## src/rtl/imem_loader_if.sv

```systemverilog
// Byte-stream input and instruction-memory port of the loader, bundled as one bus.
interface imem_loader_if;
  logic        s_valid;
  logic [7:0]  s_data;
  logic        s_ready;
  logic [63:0] addr_ext;
  logic        wen_ext;
  logic        ren_ext;
  logic [31:0] wdata_ext;
  logic [31:0] rdata_ext;

  modport slave (
    input  s_valid, s_data, rdata_ext,
    output s_ready, addr_ext, wen_ext, ren_ext, wdata_ext
  );

  modport master (
    output s_valid, s_data, rdata_ext,
    input  s_ready, addr_ext, wen_ext, ren_ext, wdata_ext
  );
endinterface

```

## src/rtl/imem_loader.sv

```systemverilog
// Loads a little-endian byte stream into instruction memory, reads it back to
// verify an XOR checksum, then enables the processor.
module imem_loader #(
  parameter logic [63:0] BASE_ADDR = 64'h0,
  parameter int unsigned MAX_WORDS = 128
) (
  input  logic         clk,
  input  logic         arst_n,
  input  logic         start,
  input  logic         abort,
  input  logic [7:0]   num_words,
  imem_loader_if.slave bus,
  output logic         cpu_enable,
  output logic         busy,
  output logic         done,
  output logic         error
);

  typedef enum logic [2:0] {IDLE, LOAD, WRITE, VRD, VCMP, CHECK, RUN, ERROR} state_t;

  state_t      r_state;
  logic [7:0]  r_numWords;
  logic [7:0]  r_idx;
  logic [1:0]  r_byteCnt;
  logic [31:0] r_word;
  logic [31:0] r_loadSum;
  logic [31:0] r_rdSum;

  logic        w_numOk;
  logic        w_lastWord;
  logic        w_accept;
  logic        w_wen;
  logic        w_ren;
  logic [63:0] w_addr;

  assign w_numOk    = (num_words != 8'd0) && (32'(num_words) <= MAX_WORDS);
  assign w_lastWord = (r_idx == r_numWords - 8'd1);
  assign w_addr     = BASE_ADDR + {54'd0, r_idx, 2'b00};

  // Bus strobes are gated by abort so they drop in the very cycle abort rises.
  assign w_wen       = (r_state == WRITE) && !abort;
  assign w_ren       = (r_state == VRD) && !abort;
  assign bus.s_ready = (r_state == LOAD) && !abort;
  assign w_accept    = bus.s_valid && bus.s_ready;

  assign bus.wen_ext   = w_wen;
  assign bus.ren_ext   = w_ren;
  assign bus.addr_ext  = (w_wen || w_ren) ? w_addr : 64'd0;
  assign bus.wdata_ext = w_wen ? r_word : 32'd0;

  assign cpu_enable = (r_state == RUN) && !abort;
  assign done       = (r_state == RUN);
  assign error      = (r_state == ERROR);
  assign busy       = (r_state == LOAD) || (r_state == WRITE) || (r_state == VRD) ||
                      (r_state == VCMP) || (r_state == CHECK);

  always_ff @(posedge clk or negedge arst_n) begin
    if (!arst_n) begin
      r_state    <= IDLE;
      r_numWords <= 8'd0;
      r_idx      <= 8'd0;
      r_byteCnt  <= 2'd0;
      r_word     <= 32'd0;
      r_loadSum  <= 32'd0;
      r_rdSum    <= 32'd0;
    end else if (abort) begin
      r_state   <= IDLE;
      r_byteCnt <= 2'd0;
      r_word    <= 32'd0;
    end else begin
      unique case (r_state)
        IDLE, ERROR: begin
          if (start) begin
            if (w_numOk) begin
              r_numWords <= num_words;
              r_idx      <= 8'd0;
              r_byteCnt  <= 2'd0;
              r_word     <= 32'd0;
              r_loadSum  <= 32'd0;
              r_rdSum    <= 32'd0;
              r_state    <= LOAD;
            end else begin
              r_state <= ERROR;
            end
          end
        end
        LOAD: begin
          if (w_accept) begin
            r_word[{r_byteCnt, 3'b000} +: 8] <= bus.s_data;
            r_byteCnt <= r_byteCnt + 2'd1;
            if (r_byteCnt == 2'd3) r_state <= WRITE;
          end
        end
        WRITE: begin
          r_loadSum <= r_loadSum ^ r_word;
          if (w_lastWord) begin
            r_idx   <= 8'd0;
            r_state <= VRD;
          end else begin
            r_idx   <= r_idx + 8'd1;
            r_state <= LOAD;
          end
        end
        VRD: r_state <= VCMP;
        // Read data arrives the cycle after ren_ext, i.e. while in VCMP.
        VCMP: begin
          r_rdSum <= r_rdSum ^ bus.rdata_ext;
          if (w_lastWord) begin
            r_state <= CHECK;
          end else begin
            r_idx   <= r_idx + 8'd1;
            r_state <= VRD;
          end
        end
        CHECK:   r_state <= (r_rdSum == r_loadSum) ? RUN : ERROR;
        RUN:     r_state <= RUN;
        default: r_state <= IDLE;
      endcase
    end
  end

endmodule
```

## src/flat_wrapper.sv

```systemverilog
// flat-port wrapper written by rule: the top's interface ports become plain ports
module imem_loader_flat 
#(
  parameter logic [63:0] BASE_ADDR = 64'h0,
  parameter int unsigned MAX_WORDS = 128
)
  (clk, arst_n, start, abort, num_words, cpu_enable, busy, done, error, bus_s_valid, bus_s_data, bus_rdata_ext, bus_s_ready, bus_addr_ext, bus_wen_ext, bus_ren_ext, bus_wdata_ext);
  imem_loader_if bus_i ();
  input  logic clk;
  input  logic arst_n;
  input  logic start;
  input  logic abort;
  input  logic [7:0] num_words;
  output logic cpu_enable;
  output logic busy;
  output logic done;
  output logic error;
  input wire logic [$bits(bus_i.s_valid)-1:0] bus_s_valid;
  input wire logic [$bits(bus_i.s_data)-1:0] bus_s_data;
  input wire logic [$bits(bus_i.rdata_ext)-1:0] bus_rdata_ext;
  output wire logic [$bits(bus_i.s_ready)-1:0] bus_s_ready;
  output wire logic [$bits(bus_i.addr_ext)-1:0] bus_addr_ext;
  output wire logic [$bits(bus_i.wen_ext)-1:0] bus_wen_ext;
  output wire logic [$bits(bus_i.ren_ext)-1:0] bus_ren_ext;
  output wire logic [$bits(bus_i.wdata_ext)-1:0] bus_wdata_ext;
  assign bus_i.s_valid = bus_s_valid;
  assign bus_i.s_data = bus_s_data;
  assign bus_i.rdata_ext = bus_rdata_ext;
  assign bus_s_ready = bus_i.s_ready;
  assign bus_addr_ext = bus_i.addr_ext;
  assign bus_wen_ext = bus_i.wen_ext;
  assign bus_ren_ext = bus_i.ren_ext;
  assign bus_wdata_ext = bus_i.wdata_ext;
  imem_loader #(.BASE_ADDR(BASE_ADDR), .MAX_WORDS(MAX_WORDS)) u_core (.clk(clk), .arst_n(arst_n), .start(start), .abort(abort), .num_words(num_words), .bus(bus_i), .cpu_enable(cpu_enable), .busy(busy), .done(done), .error(error));
endmodule
```

## config.mk

```make
export PLATFORM = sky130hd
export DESIGN_NAME = imem_loader_flat
export DESIGN_NICKNAME = d
export VERILOG_FILES = /design/src/rtl/imem_loader_if.sv /design/src/rtl/imem_loader.sv /design/src/flat_wrapper.sv
export SDC_FILE = /design/constraint.sdc
export NUM_CORES = 1
export LEC_CHECK = 0
export CAP_MARGIN = 20
export CORE_MARGIN = 4
export CORE_UTILIZATION = 45
export DETAILED_ROUTE_END_ITERATION = 8
export PLACE_DENSITY_LB_ADDON = 0.08
export SLEW_MARGIN = 20
export SYNTH_ARGS = -nofsm -noshare
export SYNTH_HDL_FRONTEND = slang
export SYNTH_SLANG_ARGS = --single-unit
```

## constraint.sdc

```tcl
create_clock -name clk -period 5.21 [get_ports clk]
set_clock_uncertainty 0.15 [all_clocks]
set_input_delay 0.521 -clock clk [delete_from_list [all_inputs] [get_ports clk]]
set_output_delay 0.521 -clock clk [all_outputs]
set_load 0.01 [all_outputs]
```

# Word level (Yosys, flattened, before mapping)
# Index checks and enable logic that the tools add are counted.
# totals
reg_bits,117
wordCells,88
# op_classes
n_addsub,4
n_lt_le_gt_ge,1
eq_ne,17
shift,2
n_mux,29
n_bitwise,3
reduce_logical,25
# ops
cell,n
$pmux 32 s2,3
$mux 32,5
$xor 32x32->32,2
$bwmux 32,1
$eq 32x32->1,1
$mux 8,4
$shift 8x7->32 const A,1
$shiftx 8x7->32,1
$pmux 8 s3,1
$pmux 3 s7,1
$mux 3,6
$reduce_and 4->1,4
$eq 3x3->1 const B,4
$mux 10,1
$mux 2,5
$add 8x1->8 const B,1
$eq 8x8->1,1
$le 8x8->1 const B,1
$reduce_bool 8->1,1
$sub 8x1->8 const B,1
$neg 5->7,1
$eq 3x2->1 const B,2
$logic_and 1x1->1,6
$ne 3x2->1 const B,2
17 further kinds,25

# Depth between registers and ports, before layout
# logic_depth
word_depth,6
ltp_mapped,12

# Least setup slack after synthesis
# OpenSTA, ideal clock, no wires.
# synth_path
path_kind,input -> register
startpoint,in num_words[2]
endpoint,reg u_core.r_numWords[7]
t_arrival_ns,2.262
t_required_ns,4.933
slack_ns,2.670
stages,9
n_path_buf,3
path_cell_list,nor4_2 -> a21boi_1 -> o21a_1 -> or3_1 -> clkbuf_1 -> nor2b_1 -> buf_4 -> buf_6 -> mux2_1
# synth_between
elab_chain_cells,3
elab_cells_between_ends,4
cone_classes,order compare (1); reduce/logical (3)
# synth_lines
element,line,source
"start, declared",flat_wrapper.sv:13,input logic [7:0] num_words;
$le 8x8->1 / $reduce_bool 8->1 (equally long branches),imem_loader.sv:36,assign w_numOk = (num_words != 8'd0) && (32'(num_words) <= MAX_WORDS);
$logic_and 1x1->1 (*),imem_loader.sv:36,
$reduce_and 4->1 (no line) (*),--,
"end signal, assigned",imem_loader.sv:75,r_numWords <= num_words;
"end, declared",imem_loader.sv:22,logic [7:0] r_numWords;
# Every way passes the cells marked *; elsewhere a longest branch is shown, timed or not.
# A chain may end at the register's enable or synchronous reset.

# Worst setup path in the final report
# layout_path
startpoint,reg u_core.r_state[1]
endpoint,out bus_wdata_ext[26]
# layout_between
elab_chain_cells,3
# layout_lines
element,line,source
"start, declared",imem_loader.sv:21,state_t r_state;
"start signal, assigned",imem_loader.sv:115,CHECK: r_state <= (r_rdSum == r_loadSum) ? RUN : ERROR;
$eq 3x2->1,imem_loader.sv:41,assign w_wen = (r_state == WRITE) && !abort;
$logic_and 1x1->1,imem_loader.sv:41,
$mux 32,imem_loader.sv:49,assign bus.wdata_ext = w_wen ? r_word : 32'd0;
"end, declared",flat_wrapper.sv:25,output wire logic [$bits(bus_i.wdata_ext)-1:0] bus_wdata_ext;
# No other way between the ends.

==> impl_metrics.ini <==
[die]
num_rows = 44
ios = 156
die-area_um2 = 17050
die_h_um = 130.6
dieWidth_um = 130.6
initial_utilization_pct = 46.16
core_region_area_um2 = 14640

[detailed_routing]
drtPass1Iterations = 6
vias_per_cell = 5.070
drtIter0Drc = 509
routed_wl_um = 17410
drc = 0
antenna_left = 0
dr_total_vias = 5369
post_drt_wl_per_cell_um = 16.44

[finish]
drive_gt1_share_pct = 6.286
finalNonFillerCells = 1059
layout.nets = 925
n_antenna_cell = 0
fillCellCount = 1368
area_growth_syn_to_layout_pct = 20.04

[place]
hpwl_um = 12400
dp_cells = 1031
pre_cts_ws_ns = 1.672
routabilityCongestion = 0.8299
port_buffers = 99

[clocking]
cts_resized = 0
clkLatencyLatePin_ns = 0.41
clkTransAtPathRegs_ns = 0.05
postCtsSetupRepairBufs = 0
cts_tree = built
cts_hold_buf = 0
cts_sinks = 117
htreeDepth = 4
numCtsBuffers = 17
root_buffer = clkbuf_16
cts.path.max_buffers = 2

[timing]
timing.fmax_ghz = 0.2523
setup_slack_ns = 1.246
fin_setup_tns_ns = 0
setup_viol = 0
rsz0062_at_grt = no
fin_crit_sh_pct = 76.08
whs_ns = 0.06537
report.final.hold_viol_count = 0
slew_viol_final = 0
period_needed_ns = 3.964
worstMarginPinSlew_ns = 1.086
slew_headroom_pct = 27.28

[logic_synthesis]
syn_area_per_cell_um2 = 8.678
ys_types = 59
ys_warn_count = 0
seq_area_frac_synth_pct = 43.31
synth_commonest_cells = dfrtp_1, o21ai_0, nor2_1
synth_edf_count = 0
yosysMostFrequentCell = dfrtp_1
synth_ff_type = dfrtp_1
synth_async_sr_flop_share_pct = 100.0
synth_top_area_share_pct = 43.31
synth_seq_cells = 117
synth_area_leaders = dfrtp_1, xor2_1, o21ai_0
synth.cell_area_um2 = 6760
syn_inst = 779
yosysTopAreaCell = dfrtp_1

[grt]
grt_max_degree = 68
antenna_found_initial = 0
overflow = 0
first_global_vias = 5239
grt_usage_pct = 21.03
grt_pass1_wl_um = 27590

[worst_setup_path]
path_class = reg2out
path_delay_family = buffers and inverters
endpoint = bus_wdata_ext[26]
critical_path_depth = 8
cp_max_fo = 35
worstSetupEndpointType = output pin
cp_cell_sequence = inv_1 > or3_1 > buf_4 > nor2_2 > buf_4 > nand2_1 > inv_1 > clkdlybuf4s50_1
worstPathArrival_ns = 3.29
rr_startpoint = u_core.r_state[2]
slowest_delay_ns = 0.67
r2r_cells = 7
critPathLaunch = u_core.r_state[1]
crit_buf_inv = 5
timing.rr.end = u_core.r_rdSum[6]
crit_path_start_kind = flop
r2r_setup_slack_ns = 2.21
crit_required_ns = 4.54
slowest_stage = dfrtp_1

[power]
p_per_area_nw_per_um2 = 434.3
finalPower_mw = 3.524
leakage_nw = 3.906
ir_drop_v = 0.0002453

[status]
outcome = finished clean

[job]
drv_cap = 0

[hold_path]
holdCritPathClass = in2async
==> worst min-delay path by stage <==
stage                                     from                   end  depth (start not counted)
after floorplan                         arst_n   u_core.r_byteCnt[0]                          0
after global placement    u_core.r_loadSum[19]  u_core.r_loadSum[19]                          1
after detailed placement  u_core.r_loadSum[30]  u_core.r_loadSum[30]                          1
after CTS                               arst_n   u_core.r_loadSum[6]                          1
after global routing                    arst_n   u_core.r_loadSum[6]                          1
final                                   arst_n   u_core.r_loadSum[6]                          1
==> power breakdown <==
group / internal [mW] / switching (mW)
Combinational: 0.461 / 0.708
Clock: 0.642 / 0.381
Sequential: 1.09 / 0.242
==> flip-flops by register name (all words and copies together), names as in the netlist <==
signal             flops
u_core.r_state         3
u_core.r_idx           8
u_core.r_rdSum        32
u_core.r_numWords      8
u_core.r_byteCnt       2
u_core.r_loadSum      32
u_core.r_word         32
==> cells by family (layout without fill, tap and decap cells) <==
group,Yosys count,count (layout),synth area share (%)
AO/OA/AOI/OAI,151,151,12.92
XOR/XNOR,74,74,9.698
adder cells (fa/ha/maj),6,6,1.110
buffers and inverters,161,202,13.47
flip-flops,117,117,43.31
multiplexers,10,10,1.592
other,1,56,0.05547
AND/OR/NAND/NOR,259,259,17.84
==> worst register-to-register path, cell delays in order (launching register included) <==
cell and delay (ns):
dfrtp_1 0.70, nor3_1 0.20, or2_1 0.26, o21a_1 0.14, or3_1 0.39, nor2b_2 0.48
buf_4 0.43, nor2_1 0.11
==> layout make-up <==
type / count / area [µm²] / share of cell area [%]
well taps: 184 / 230.2 / 2.837
clock inverters: 5 / 27.53 / 0.3392
repair buffers: 107 / 1049 / 12.92
multi-input cells: 556 / 3142 / 38.71
clock buffers: 23 / 488.0 / 6.013
inverters: 67 / 251.5 / 3.099
flip-flops and latches: 117 / 2928 / 36.08
==> layout by cell type, fill, tap and decap left out, types with 3 or more instances in the layout <==
master             n
ha_1               6
mux2_2             5
nor4_1            10
and3_1             3
nor3b_1            3
nand4_1            5
clkdlybuf4s50_1   98
dfrtp_1          117
clkbuf_8           4
nand3_1           28
inv_1             67
nor2_1            84
xnor2_1           10
o21ai_1            4
clkinv_2           4
buf_4              9
or3_1              3
mux2i_1            4
xor2_1            63
clkbuf_16         17
conb_1            56
or4_1              6
o21ai_0          103
a21oi_1           11
and2_1             9
o31ai_1           14
nand2_1           80
nor3_1            11
==> layer usage <==
layer | global-route usage [%] | wire length [µm] | up-vias
met5 | 0 | 0 | -
met4 | 4.356 | 164 | 0
met3 | 5.122 | 1131 | 10
met2 | 32.36 | 8050 | 178
met1 | 30.44 | 8063 | 2552
li1 | - | - | 2629
==> metrics by stage <==
step,util [%],instance area [µm²]
after floorplan,-,6967
after global placement,51.87,7596
after CTS,55.39,8112
final,55.42,8115
after detailed placement,51.87,7596
after global routing,55.42,8115
Power figures use the tool's default switching activity.
